**src/rtl/pll_rst_pkg.sv**
```systemverilog
// Shared types and constants for the PLL reset sequencer.
package pll_rst_pkg;

  typedef enum logic [2:0] {
    WAIT_LOCK = 3'd0,
    STABLE    = 3'd1,
    CORE_DLY  = 3'd2,
    RUN       = 3'd3,
    SW_HOLD   = 3'd4
  } state_e;

  localparam logic [1:0] CAUSE_POR  = 2'b00;
  localparam logic [1:0] CAUSE_LOCK = 2'b01;
  localparam logic [1:0] CAUSE_SW   = 2'b10;

  // Largest of three values; sizes the shared phase counter.
  function automatic int unsigned max3(input int unsigned a, input int unsigned b,
                                       input int unsigned c);
    int unsigned m;
    m = (a > b) ? a : b;
    return (m > c) ? m : c;
  endfunction

endpackage

```
**src/rtl/sync_bit.sv**
```systemverilog
// N-flop single-bit synchronizer with asynchronous active-low clear.
module sync_bit #(
  parameter int unsigned N = 2
) (
  input  logic clk,
  input  logic rst_n,
  input  logic d,
  output logic q
);

  logic [N-1:0] sync_q;
  logic [N-1:0] sync_d;

  // Shift the async input one stage deeper each cycle.
  always_comb begin
    sync_d = {sync_q[N-2:0], d};
  end

  // Synchronizer flops.
  always_ff @(posedge clk or negedge rst_n) begin
    if (!rst_n) sync_q <= '0;
    else        sync_q <= sync_d;
  end

  assign q = sync_q[N-1];

endmodule

```
**src/rtl/pll_reset_sequencer.sv**
```systemverilog
// Staged peripheral/core reset release gated on a stable PLL lock.
module pll_reset_sequencer
  import pll_rst_pkg::*;
#(
  parameter int unsigned SYNC_STAGES        = 2,
  parameter int unsigned LOCK_STABLE_CYCLES = 1024,
  parameter int unsigned CORE_DELAY         = 16,
  parameter int unsigned SW_RST_CYCLES      = 64
) (
  input  logic       clk,
  input  logic       reset_n,
  input  logic       pll_lock,
  input  logic       sw_rst_req,
  output logic       periph_rst_n,
  output logic       sys_rst_n,
  output logic       ready,
  output logic [1:0] rst_cause,
  output logic [7:0] lock_loss_cnt
);

  localparam int unsigned CNT_MAX = max3(LOCK_STABLE_CYCLES, CORE_DELAY, SW_RST_CYCLES);
  localparam int unsigned CNT_W   = (CNT_MAX > 1) ? $clog2(CNT_MAX) : 1;
  localparam logic [CNT_W-1:0] LOCK_LAST = CNT_W'(LOCK_STABLE_CYCLES - 1);
  localparam logic [CNT_W-1:0] CORE_LAST = CNT_W'(CORE_DELAY - 1);
  localparam logic [CNT_W-1:0] SW_LAST   = CNT_W'(SW_RST_CYCLES - 1);

  logic             lock_s;
  state_e           state_q, state_d;
  logic [CNT_W-1:0] cnt_q, cnt_d;
  logic             periph_rst_n_q, periph_rst_n_d;
  logic             sys_rst_n_q, sys_rst_n_d;
  logic             ready_q, ready_d;
  logic [1:0]       rst_cause_q, rst_cause_d;
  logic [7:0]       lock_loss_cnt_q, lock_loss_cnt_d;
  logic             lock_loss;

  sync_bit #(.N(SYNC_STAGES)) u_lock_sync (
    .clk   (clk),
    .rst_n (reset_n),
    .d     (pll_lock),
    .q     (lock_s)
  );

  // Next-state, cause tracking, counter and registered output decode.
  always_comb begin
    state_d         = state_q;
    rst_cause_d     = rst_cause_q;
    lock_loss_cnt_d = lock_loss_cnt_q;
    lock_loss       = 1'b0;

    unique case (state_q)
      WAIT_LOCK: if (lock_s) state_d = STABLE;
      STABLE: begin
        // A drop before the stable window completes just restarts the wait.
        if (!lock_s)                 state_d = WAIT_LOCK;
        else if (cnt_q == LOCK_LAST) state_d = CORE_DLY;
      end
      CORE_DLY: begin
        if (!lock_s)                 lock_loss = 1'b1;
        else if (cnt_q == CORE_LAST) state_d = RUN;
      end
      RUN: begin
        // Lock loss takes priority over a simultaneous software request.
        if (!lock_s) begin
          lock_loss = 1'b1;
        end else if (sw_rst_req) begin
          state_d     = SW_HOLD;
          rst_cause_d = CAUSE_SW;
        end
      end
      SW_HOLD: begin
        // Lock was held throughout, so skip the stable wait afterwards.
        if (!lock_s)               lock_loss = 1'b1;
        else if (cnt_q == SW_LAST) state_d = CORE_DLY;
      end
      default: state_d = WAIT_LOCK;
    endcase

    if (lock_loss) begin
      state_d         = WAIT_LOCK;
      rst_cause_d     = CAUSE_LOCK;
      lock_loss_cnt_d = (lock_loss_cnt_q == 8'hFF) ? 8'hFF : lock_loss_cnt_q + 8'd1;
    end

    if (state_d != state_q)
      cnt_d = '0;
    else if (state_q == STABLE || state_q == CORE_DLY || state_q == SW_HOLD)
      cnt_d = cnt_q + CNT_W'(1);
    else
      cnt_d = cnt_q;

    periph_rst_n_d = (state_d == CORE_DLY) || (state_d == RUN);
    sys_rst_n_d    = (state_d == RUN);
    ready_d        = (state_d == RUN);
  end

  // State, counter and output registers.
  always_ff @(posedge clk or negedge reset_n) begin
    if (!reset_n) begin
      state_q         <= WAIT_LOCK;
      cnt_q           <= '0;
      periph_rst_n_q  <= 1'b0;
      sys_rst_n_q     <= 1'b0;
      ready_q         <= 1'b0;
      rst_cause_q     <= CAUSE_POR;
      lock_loss_cnt_q <= 8'd0;
    end else begin
      state_q         <= state_d;
      cnt_q           <= cnt_d;
      periph_rst_n_q  <= periph_rst_n_d;
      sys_rst_n_q     <= sys_rst_n_d;
      ready_q         <= ready_d;
      rst_cause_q     <= rst_cause_d;
      lock_loss_cnt_q <= lock_loss_cnt_d;
    end
  end

  assign periph_rst_n  = periph_rst_n_q;
  assign sys_rst_n     = sys_rst_n_q;
  assign ready         = ready_q;
  assign rst_cause     = rst_cause_q;
  assign lock_loss_cnt = lock_loss_cnt_q;

endmodule

```
**config.mk**
```make
export PLATFORM = sky130hd
export DESIGN_NAME = pll_reset_sequencer
export DESIGN_NICKNAME = d
export VERILOG_FILES = /design/src/rtl/pll_rst_pkg.sv /design/src/rtl/sync_bit.sv /design/src/rtl/pll_reset_sequencer.sv
export SDC_FILE = /design/constraint.sdc
export NUM_CORES = 1
export LEC_CHECK = 0
export BUFFER_PORTS_ARGS = -buffer_cell sky130_fd_sc_hd__buf_4
export CORE_MARGIN = 1
export CORE_UTILIZATION = 50
export CTS_CLUSTER_DIAMETER = 120
export CTS_CLUSTER_SIZE = 25
export DETAILED_ROUTE_END_ITERATION = 8
export PLACE_DENSITY = 0.81
export REMOVE_ABC_BUFFERS = 1
export SYNTH_ARGS = -nofsm -noshare
export SYNTH_HDL_FRONTEND = slang
export SYNTH_SLANG_ARGS = --single-unit
```
**constraint.sdc**
```tcl
create_clock -name clk -period 2.1 [get_ports clk]
set_input_delay 0.21 -clock clk [delete_from_list [all_inputs] [get_ports clk]]
set_output_delay 0.21 -clock clk [all_outputs]
set_load 0.05 [all_outputs]
```
==> flow_metrics.py, run 1 <==
metrics = {
    "outcome": {
        "run_status": "finished, final reports clean",
    },
    "critical_path": {
        "worst_ep_arrival_time_ns": 2.11,
        "critPathRequiredTime_ns": 2.35,
        "endpoint": "lock_loss_cnt[7]$_DFFE_PN0P_",
        "start_kind": "flip-flop",
        "rr_startpoint": "state_q[1]$_DFF_PN0_",
        "timing.critical_path.fanout_max": 11,
        "criticalPathCategory": "reg -> reg",
        "critical_path.endpoint_type": "flip-flop",
        "worst_r2r_setup_slack_ns": 0.24,
        "worstSetupStartpoint": "state_q[1]$_DFF_PN0_",
        "worst_r2r_endpoint": "lock_loss_cnt[7]$_DFFE_PN0P_",
        "worst-r2r-cell-count": 4,
    },
    "clocking": {
        "cts_num_sinks": 27,
        "post_cts_buffers": 0,
        "cts_max_path_buffers": 2,
        "cts.repair.resized": 0,
        "cts_root_buffer": "sky130_fd_sc_hd__clkbuf_4",
        "cts.clk_slew.worst_paths_ns": 0.15,
        "clk_latency_ns": 0.34,
        "number_of_clock_buffers_inserted_by_tritoncts": 3,
        "number_of_h_tree_levels": 1,
        "tritoncts_clock_tree": "built",
        "cts_hold_buf": 2,
    },
    "sta": {
        "tns_ns": 0,
        "final_min_period_over_clock_period": 0.885,
        "finClkSkew_ns": 0.00508,
        "timing.final.setup_violations": 0,
        "fmaxAchievable_mhz": 538,
        "timing.slew.headroom": 0.685,
        "timing.final.hold_violations": 0,
        "fin_crit_ns": 1.86,
        "rsz0062_at_grt": "no",
        "tightestPinTransition_ns": 0.472,
        "maxSlewViolCount": 0,
    },
    "detailed_routing": {
        "initialDrtViolationCount": 37,
        "wl_per_cell_um": 14.5,
        "drt_first_pass_iters": 4,
        "final_antenna_net_count": 0,
        "routed-via-count": 1064,
        "vias_per_cell": 5.69,
        "drt-total-wl_mm": 2.72,
        "drc_errors": 0,
    },
    "floorplan": {
        "area_of_the_core_mm2": 0.00273,
        "io_pins": 17,
        "start_util": 0.528,
        "die_x_extent_um": 55.7,
        "placement_rows": 19,
        "die_h_um": 55.7,
        "fp.dieArea_mm2": 0.00310,
    },
    "layout": {
        "area_growth_syn_to_layout_pct": 11.7,
        "drive_above_1_share": 0.192,
        "antennaDiodeCount": 0,
        "num-fill-cells": 242,
        "final_nets": 163,
    },
    "logic_synthesis": {
        "synth.mux.area_fraction": 0.0217,
        "synth_area_per_cell_um2": 10.4,
        "ys.warnings.count": 0,
        "synth_fa_ha_area_frac": 0.0173,
        "synth_top_cells_by_count": "sky130_fd_sc_hd__dfrtp_1 (27), sky130_fd_sc_hd__nand2_1 (15), sky130_fd_sc_hd__nand4_1 (12), sky130_fd_sc_hd__nor2_1 (12), sky130_fd_sc_hd__xor2_1 (12)",
        "yosys.cell_types.count": 37,
        "post_synth_arst_share": 1.00,
        "synth-compound-area-share": 0.120,
        "synth.yosys.seq_area_share": 0.468,
        "synth_simple_gate_area_frac": 0.243,
        "synth_edf_count": 0,
        "post_synth_main_area_contributors": "sky130_fd_sc_hd__dfrtp_1 (47%), sky130_fd_sc_hd__xor2_1 (7.3%), sky130_fd_sc_hd__nand4_1 (5.2%), sky130_fd_sc_hd__nand2_1 (3.9%), sky130_fd_sc_hd__nor2_1 (3.1%)",
        "postSynth.topFlopCell": "sky130_fd_sc_hd__dfrtp_1",
        "synth.top_cell.area_share": 0.468,
        "post_synthesis_register_bit_count": 27,
        "synthDominantAreaCellType": "sky130_fd_sc_hd__dfrtp_1",
        "post_synth_xor_area_fraction": 0.0911,
        "combinational_family_with_the_most_area_after_synthesis": "simple AND/OR/NAND/NOR gates",
        "synthesis.instances": 139,
        "synthMostInstantiatedCell": "sky130_fd_sc_hd__dfrtp_1",
        "synth.cell_area_mm2": 0.00144,
    },
    "place": {
        "port_buffers": 16,
        "hpwl_mm": 1.93,
        "place_congestion": 0.779,
    },
    "pwr": {
        "power.total_mw": 0.931,
        "total_leakage_power_nw": 0.774,
        "peakVddDrop_mv": 0.389,
        "power_density_mw_per_mm2": 578,
    },
    "global_routing": {
        "vias_in_the_first_global_route": 1063,
        "grt_pass1_wl_mm": 4.73,
        "grt_start_max_net_pins": 28,
        "antenna_violations_before_repair": 0,
        "globalRouteTotalUtil": 0.191,
        "global_route.overflow_total": 0,
    },
    "run": {
        "max_cap_viol_count": 0,
    },
    "worst_hold_path": {
        "worstHoldPathType": "in -> reg",
    },
}
## layer usage
metal | share of wire | GRT usage | vias to the layer above | routed length [µm]
li1 | - | - | 524 | -
met1 | 0.46 | 0.251 | 517 | 1250
met2 | 0.50 | 0.329 | 18 | 1350
met3 | 0.026 | 0.0209 | 5 | 70
met4 | 0.017 | 0.0643 | 0 | 46
met5 | 0 | 0 | - | 0
## metrics by stage
step | setup WS [ns] | std cells | instance area [µm²] | utilization | hold WS [ns]
2_1_floorplan | 0.479 | 134 | 1400 | - | -0.0856
3_3_place_gp | 0.315 | 181 | 1560 | 0.571 | 0.132
3_5_place_dp | 0.268 | 181 | 1560 | 0.571 | 0.140
4_1_cts | 0.241 | 187 | 1610 | 0.589 | 0.145
5_1_grt | 0.0179 | 187 | 1610 | 0.589 | 0.155
6_report | 0.241 | 187 | 1610 | 0.589 | 0.157
## sequential cells by signal (all words and copies together) (netlist names)
signal and flops:
cnt_q 10, lock_loss_cnt 8, state_q 3, rst_cause 2, u_lock_sync.sync_q 2, periph_rst_n 1, ready 1
## area by class of cell
type	instances	area (µm²)	area share
Timing Repair Buffer	18	140	0.0870
Clock buffer	3	22.5	0.0140
Tap cell	31	38.8	0.0241
Clock inverter	1	8.76	0.00543
Multi-Input combinational cell	103	711	0.441
Sequential cell	27	676	0.419
Inverter	4	15.0	0.00932
## cells by family after synthesis
kind of cell	count (synthesis)
AOI/OAI and AO/OA	20
xor gates and xnor gates	15
adders and majority gates	2
buffers and inverters	9
DFF	27
muxes	3
and+or+nand+nor	63
## cells in the final DEF (no fill, tap or decap), types with 2 or more instances in the layout
master / n
sky130_fd_sc_hd__dfrtp_1: 27
sky130_fd_sc_hd__buf_4: 16
sky130_fd_sc_hd__nand2_1: 15
sky130_fd_sc_hd__nand4_1: 12
sky130_fd_sc_hd__nor2_1: 12
sky130_fd_sc_hd__xor2_1: 12
sky130_fd_sc_hd__and3_1: 6
sky130_fd_sc_hd__o21ai_0: 5
sky130_fd_sc_hd__nand3_1: 4
sky130_fd_sc_hd__inv_1: 4
sky130_fd_sc_hd__a21oi_1: 4
sky130_fd_sc_hd__o21a_1: 3
sky130_fd_sc_hd__xnor2_1: 3
sky130_fd_sc_hd__clkbuf_4: 3
sky130_fd_sc_hd__nor2b_1: 2
sky130_fd_sc_hd__a31oi_1: 2
sky130_fd_sc_hd__mux2i_1: 2
sky130_fd_sc_hd__ha_1: 2
sky130_fd_sc_hd__dlygate4sd3_1: 2
## how the worst min path moves through the flow
stage | start | endpoint | slack, ns | cells past startpoint
2_1_floorplan | reset_n | cnt_q[0]$_DFFE_PN0P_ | -0.09 | 0
3_3_place_gp | reset_n | state_q[0]$_DFF_PN0_ | 0.13 | 1
3_5_place_dp | reset_n | state_q[1]$_DFF_PN0_ | 0.14 | 1
4_1_cts | sw_rst_req | state_q[2]$_DFF_PN0_ | 0.15 | 3
5_1_grt | sw_rst_req | state_q[2]$_DFF_PN0_ | 0.16 | 3
6_report | sw_rst_req | state_q[2]$_DFF_PN0_ | 0.16 | 3
## critical path, cell delays in order (launching register included)
cell,delay (ns)
sky130_fd_sc_hd__dfrtp_1,0.56
sky130_fd_sc_hd__nor2b_1,0.32
sky130_fd_sc_hd__o21a_1,0.44
sky130_fd_sc_hd__nand4_1,0.16
sky130_fd_sc_hd__mux2_2,0.29
## where the power goes
part	internal (mW)	total (mW)	switching, mW
registers	0.539	0.565	0.0262
logic	0.0528	0.122	0.0693
clock network	0.0779	0.244	0.166
total	0.670	0.931	0.261
Note: power is estimated with default switching activity, not from simulation.
==> inputs of run 2 (changes only) <==
- clock period: 2.1 -> 1.8 ns (I/O delays scaled with it)
==> run 2 against run 1 <==
  * Global-route usage up 0.60 points
  * Sequential power rose by 16%
  * Flip-flop and latch count did not move
  * Clock skew about the same
  * Final cell count grew 4.3%
==> flow_metrics.py, run 2 (same netlist as run 1, synthesis figures left out) <==
metrics = {
    "layout": {
        "final_common_cell": "sky130_fd_sc_hd__dfrtp_1",
        "final_nets": 171,
        "antennaDiodeCount": 0,
        "num-fill-cells": 226,
        "area_growth_syn_to_layout_pct": 17.7,
        "register_area_um2": 679,
        "finalInstanceArea_mm2": 0.00170,
        "mostFrequentLayoutCells": "sky130_fd_sc_hd__dfrtp_1 (24), sky130_fd_sc_hd__buf_4 (22), sky130_fd_sc_hd__nand2_1 (15)",
        "top_register": "cnt_q",
        "drive_above_1_share": 0.262,
        "flip_flop_count_of_the_largest_register_after_layout": 10,
        "total_area_of_multi_input_combinational_cells_um2": 727,
    },
    "floorplan": {
        "die_x_extent_um": 55.7,
        "fp.dieArea_mm2": 0.00310,
        "placement_rows": 19,
        "die_h_um": 55.7,
        "area_of_the_core_mm2": 0.00273,
        "io_pins": 17,
        "start_util": 0.528,
    },
    "pwr": {
        "power.total_mw": 1.10,
        "peakVddDrop_mv": 0.498,
        "total_leakage_power_nw": 0.817,
        "power_density_mw_per_mm2": 648,
    },
    "global_routing": {
        "globalRouteTotalUtil": 0.197,
        "global_route.overflow_total": 0,
        "grt_start_max_net_pins": 28,
        "antenna_violations_before_repair": 0,
        "vias_in_the_first_global_route": 1078,
        "grt_pass1_wl_mm": 4.78,
    },
    "sta": {
        "timing.slew.headroom": 0.761,
        "timing.final.setup_violations": 0,
        "fmaxAchievable_mhz": 583,
        "final_min_period_over_clock_period": 0.953,
        "tightestPinTransition_ns": 0.359,
        "rsz0062_at_grt": "no",
        "maxSlewViolCount": 0,
        "fin_crit_ns": 1.72,
        "timing.final.hold_violations": 0,
        "finClkSkew_ns": 0.00555,
    },
    "place": {
        "place_congestion": 0.811,
        "hpwl_mm": 1.92,
        "place_area_mm2": 0.00159,
        "port_buffers": 16,
    },
    "detailed_routing": {
        "drc_errors": 0,
        "drt-total-wl_mm": 2.74,
        "drt_first_pass_iters": 4,
        "wl_per_cell_um": 14.1,
        "vias_per_cell": 5.65,
        "initialDrtViolationCount": 29,
        "routed-via-count": 1102,
        "final_antenna_net_count": 0,
    },
    "clocking": {
        "cts_max_path_buffers": 2,
        "cts_num_sinks": 27,
        "tritoncts_clock_tree": "built",
        "clk_latency_ns": 0.33,
        "cts.clk_slew.worst_paths_ns": 0.14,
        "number_of_clock_buffers_inserted_by_tritoncts": 3,
        "cts_root_buffer": "sky130_fd_sc_hd__clkbuf_4",
        "number_of_h_tree_levels": 1,
    },
    "critical_path": {
        "worst-r2r-cell-count": 7,
        "timing.critical_path.fanout_max": 10,
        "worst_r2r_endpoint": "cnt_q[0]$_DFFE_PN0P_",
        "worst_r2r_setup_slack_ns": 0.08,
        "rr_startpoint": "cnt_q[0]$_DFFE_PN0P_",
        "criticalPathCategory": "reg -> reg",
        "start_kind": "flip-flop",
        "worst_ep_arrival_time_ns": 1.95,
        "critical_path.endpoint_type": "flip-flop",
        "critPathRequiredTime_ns": 2.03,
    },
    "worst_hold_path": {
        "whs_endpoint": "state_q[2]$_DFF_PN0_",
        "holdPathStages": 3,
        "worstHoldPathType": "in -> reg",
        "hold_start": "sw_rst_req",
    },
    "run": {
        "max_cap_viol_count": 0,
    },
    "outcome": {
        "run_status": "finished, final reports clean",
    },
}
[run 2: cell count changes in the layout (fill, tap and decap cells not counted), sizes merged]
cell and delta:
buf +7, clkbuf +1, clkinv +1, inv -1
[run 2: critical path, cell delays in order, from the launching register on]
cell	delay (ns)
sky130_fd_sc_hd__dfrtp_1	0.44
sky130_fd_sc_hd__ha_1	0.24
sky130_fd_sc_hd__and3_1	0.21
sky130_fd_sc_hd__nand4_1	0.17
sky130_fd_sc_hd__a21oi_4	0.09
sky130_fd_sc_hd__o311ai_4	0.26
sky130_fd_sc_hd__buf_12	0.16
sky130_fd_sc_hd__nor2_1	0.05
[run 2: timing repair]
action / 4_1_cts / 5_1_grt
pin swaps: 1 / 2
hold endpoints to repair: 28 / 0
gates resized for setup: 2 / 5
hold buffers: 2 / 0
setup endpoints to repair: 10 / 10
setup buffers: 1 / 3
[run 2: worst max-delay path by stage]
stage	from	endpoint	slack, ns	cells after the start
2_1_floorplan	cnt_q[0]$_DFFE_PN0P_	cnt_q[0]$_DFFE_PN0P_	0.18	6
3_3_place_gp	cnt_q[0]$_DFFE_PN0P_	cnt_q[6]$_DFFE_PN0P_	0.06	6
3_5_place_dp	cnt_q[0]$_DFFE_PN0P_	cnt_q[2]$_DFFE_PN0P_	-0.01	6
4_1_cts	cnt_q[0]$_DFFE_PN0P_	cnt_q[0]$_DFFE_PN0P_	0.005	7
5_1_grt	cnt_q[0]$_DFFE_PN0P_	cnt_q[0]$_DFFE_PN0P_	0.002	7
6_report	cnt_q[0]$_DFFE_PN0P_	cnt_q[0]$_DFFE_PN0P_	0.08	7
[run 2: area by class of cell]
| cell class | instances | share of cell area |
|---|---|---|
| clock buffer | 3 | 0.0133 |
| sequential | 27 | 0.400 |
| tap | 31 | 0.0228 |
| multi-input combinational | 103 | 0.428 |
| timing repair buffer | 26 | 0.124 |
| inverter | 4 | 0.00884 |
| clock inverter | 1 | 0.00295 |
[run 2: where the power goes]
group,internal (mW),leakage [nW],switching (mW),total (mW)
combinational,0.0898,0.439,0.0954,0.185
clock,0.0835,0.0177,0.175,0.259
sequential,0.630,0.360,0.0271,0.657
[run 2: per-layer routing]
layer / global-route usage / routed length (µm)
met1: 0.262 / 1230
met2: 0.325 / 1380
met3: 0.0209 / 95
met4: 0.0893 / 41
met5: 0 / 0
[run 2: per-stage QoR]
stage                      util  instances  setup WS, ns  setup TNS (ns)  hold WS [ns]
final                     0.621        195        0.0840               0         0.134
after floorplan               -        134         0.179               0        -0.116
after CTS                 0.607        192       0.00452               0         0.119
after detailed placement  0.582        185       -0.0116         -0.0397         0.110
after global routing      0.621        195       0.00211               0         0.130
after global placement    0.582        185        0.0599               0         0.103
==> inputs of run 3 (changes only) <==
- CORE_UTILIZATION: 50 -> 25
- PLACE_DENSITY: 0.81 -> 0.52
- SLEW_MARGIN: unset -> 20
==> run 3 against run 2 <==
  * Combinational power grew 7%
  * Final cell count grew 22%
  * Sequential power shrank 0.8%
  * Die area grew 96%
  * Sequential share of layout area shrank 2.0 points
  * Setup slack gained 0.020 ns
  * Clock-buffer cell count is the same
  * Maximum frequency grew 1.2%
  * Register-to-register slack gained 0.02 ns
  * Non-clock buffer count grew 2
  * Hold slack gained 0.063 ns
  * First-iteration DRC count grew 110%
==> flow_metrics.py, run 3 (same netlist as run 1, synthesis figures left out) <==
metrics = {
    "outcome": {
        "run_status": "finished, final reports clean",
    },
    "critical_path": {
        "cp_top_delay_family": "simple AND/OR/NAND/NOR gates",
        "worst_r2r_endpoint": "cnt_q[1]$_DFFE_PN0P_",
        "timing.critical_path.slowest_cell_delay_ns": 0.44,
        "start_kind": "flip-flop",
        "worst_r2r_setup_slack_ns": 0.10,
        "worst_ep_arrival_time_ns": 1.90,
        "critical_path.endpoint_type": "flip-flop",
        "criticalPathCategory": "reg -> reg",
        "worst-r2r-cell-count": 6,
        "timing.critical_path.fanout_max": 10,
        "crit_path_cell_trace": "nor3_2, nand4_1, a21oi_2, o311ai_4, buf_12, nor2_1",
        "critical_path.n_buffers_inverters": 1,
        "critPathRequiredTime_ns": 2.00,
        "critPathSlowestCell": "sky130_fd_sc_hd__dfrtp_1",
        "rr_startpoint": "cnt_q[7]$_DFFE_PN0P_",
    },
    "clocking": {
        "number_of_clock_buffers_inserted_by_tritoncts": 3,
        "number_of_h_tree_levels": 1,
        "clk_latency_ns": 0.27,
        "cts_root_buffer": "sky130_fd_sc_hd__clkbuf_8",
        "cts.clk_slew.worst_paths_ns": 0.09,
        "cts_num_sinks": 27,
        "cts_max_path_buffers": 2,
        "tritoncts_clock_tree": "built",
    },
    "detailed_routing": {
        "final_antenna_net_count": 0,
        "drt-total-wl_mm": 2.91,
        "initialDrtViolationCount": 61,
        "vias_per_cell": 4.60,
        "routed-via-count": 1095,
        "drt_first_pass_iters": 4,
        "wl_per_cell_um": 12.2,
        "drc_errors": 0,
    },
    "layout": {
        "final_nets": 173,
        "top_register": "cnt_q",
        "finalInstanceArea_mm2": 0.00178,
        "antennaDiodeCount": 0,
        "num-fill-cells": 579,
        "area_growth_syn_to_layout_pct": 23.5,
        "final_core_utilization": 0.322,
        "mostFrequentLayoutCells": "sky130_fd_sc_hd__dfrtp_1 (25), sky130_fd_sc_hd__buf_4 (25), sky130_fd_sc_hd__nand2_1 (15)",
        "drive_above_1_share": 0.271,
        "total_area_of_multi_input_combinational_cells_um2": 724,
        "flip_flop_count_of_the_largest_register_after_layout": 10,
        "register_area_um2": 678,
    },
    "floorplan": {
        "start_util": 0.260,
        "fp.dieArea_mm2": 0.00608,
        "io_pins": 17,
        "placement_rows": 27,
        "die_x_extent_um": 78.0,
        "area_of_the_core_mm2": 0.00554,
        "die_h_um": 78.0,
    },
    "run": {
        "max_cap_viol_count": 0,
    },
    "worst_hold_path": {
        "worstHoldPathType": "in -> reg",
        "hold_start": "sw_rst_req",
        "whs_endpoint": "state_q[2]$_DFF_PN0_",
        "holdPathStages": 3,
    },
    "sta": {
        "timing.slew.headroom": 0.770,
        "timing.final.hold_violations": 0,
        "finClkSkew_ns": 0.00259,
        "timing.final.setup_violations": 0,
        "tns_ns": 0,
        "final_min_period_over_clock_period": 0.942,
        "fmaxAchievable_mhz": 590,
        "fin_crit_ns": 1.70,
        "tightestPinTransition_ns": 0.342,
        "maxSlewViolCount": 0,
    },
    "global_routing": {
        "antenna_violations_before_repair": 0,
        "grt_start_max_net_pins": 28,
        "grt_pass1_wl_mm": 4.89,
        "global_route.overflow_total": 0,
        "globalRouteTotalUtil": 0.101,
        "vias_in_the_first_global_route": 1071,
    },
    "pwr": {
        "total_leakage_power_nw": 0.837,
        "peakVddDrop_mv": 0.479,
        "power_density_mw_per_mm2": 669,
    },
    "place": {
        "port_buffers": 16,
        "place_area_mm2": 0.00167,
        "hpwl_mm": 2.04,
        "place_congestion": 0.720,
    },
}
==> run 3: metrics by stage <==
step | worst slack [ns] | power, mW | std cells | hold slack, ns
after CTS | 0.00104 | 1.19 | 236 | 0.188
final | 0.104 | 1.19 | 238 | 0.197
after floorplan | 0.179 | 0.766 | 134 | -0.116
after detailed placement | 0.0206 | 0.834 | 230 | 0.118
after global routing | -0.0294 | 1.25 | 238 | 0.195
after global placement | 0.0583 | 0.833 | 230 | 0.120
==> run 3: area by class of cell <==
class | instances | share of cell area
Sequential cell | 27 | 0.381
Timing Repair Buffer | 28 | 0.128
Inverter | 4 | 0.00843
Multi-Input combinational cell | 103 | 0.407
Clock inverter | 1 | 0.00281
Tap cell | 72 | 0.0506
Clock buffer | 3 | 0.0232
==> run 3: worst max-delay path by stage <==
stage | from | endpoint | slack (ns) | cells after the start
floorplan | cnt_q[0]$_DFFE_PN0P_ | cnt_q[0]$_DFFE_PN0P_ | 0.18 | 6
global placement | cnt_q[0]$_DFFE_PN0P_ | cnt_q[5]$_DFFE_PN0P_ | 0.06 | 6
detailed placement | cnt_q[0]$_DFFE_PN0P_ | cnt_q[1]$_DFFE_PN0P_ | 0.02 | 6
CTS | cnt_q[0]$_DFFE_PN0P_ | cnt_q[1]$_DFFE_PN0P_ | 0.001 | 6
global route | cnt_q[6]$_DFFE_PN0P_ | cnt_q[8]$_DFFE_PN0P_ | -0.03 | 6
finish | cnt_q[7]$_DFFE_PN0P_ | cnt_q[1]$_DFFE_PN0P_ | 0.10 | 6
==> run 3: worst register-to-register path, stage by stage, from the launching register on <==
cell and delay, ns:
sky130_fd_sc_hd__dfrtp_1 0.44, sky130_fd_sc_hd__nor3_2 0.31, sky130_fd_sc_hd__nand4_1 0.24, sky130_fd_sc_hd__a21oi_2 0.26
sky130_fd_sc_hd__o311ai_4 0.11, sky130_fd_sc_hd__buf_12 0.17, sky130_fd_sc_hd__nor2_1 0.11
==> run 3: repair_timing <==
| action | 4_1_cts | 5_1_grt |
|---|---|---|
| hold buffers | 2 | 0 |
| buffers inserted | 0 | 2 |
| setup endpoints to repair | 0 | 18 |
| gates resized for setup | 0 | 5 |
| hold endpoints to repair | 28 | 0 |
==> run 3: per-layer routing <==
layer / up-vias / global-route usage / wire length (µm) / share of wire
li1: 545 / - / - / -
met1: 535 / 0.136 / 1430 / 0.49
met2: 11 / 0.152 / 1360 / 0.47
met3: 4 / 0.0259 / 83 / 0.029
met4: 0 / 0.0463 / 38 / 0.013
met5: - / 0 / 0 / 0
==> run 3: report_power, final <==
group          leakage (nW)  total [mW]  switching [mW]  internal (mW)
logic                 0.451       0.198          0.0998         0.0983
registers             0.361       0.652          0.0231          0.629
clock network        0.0255       0.341           0.186          0.155
total                 0.837        1.19           0.309          0.882
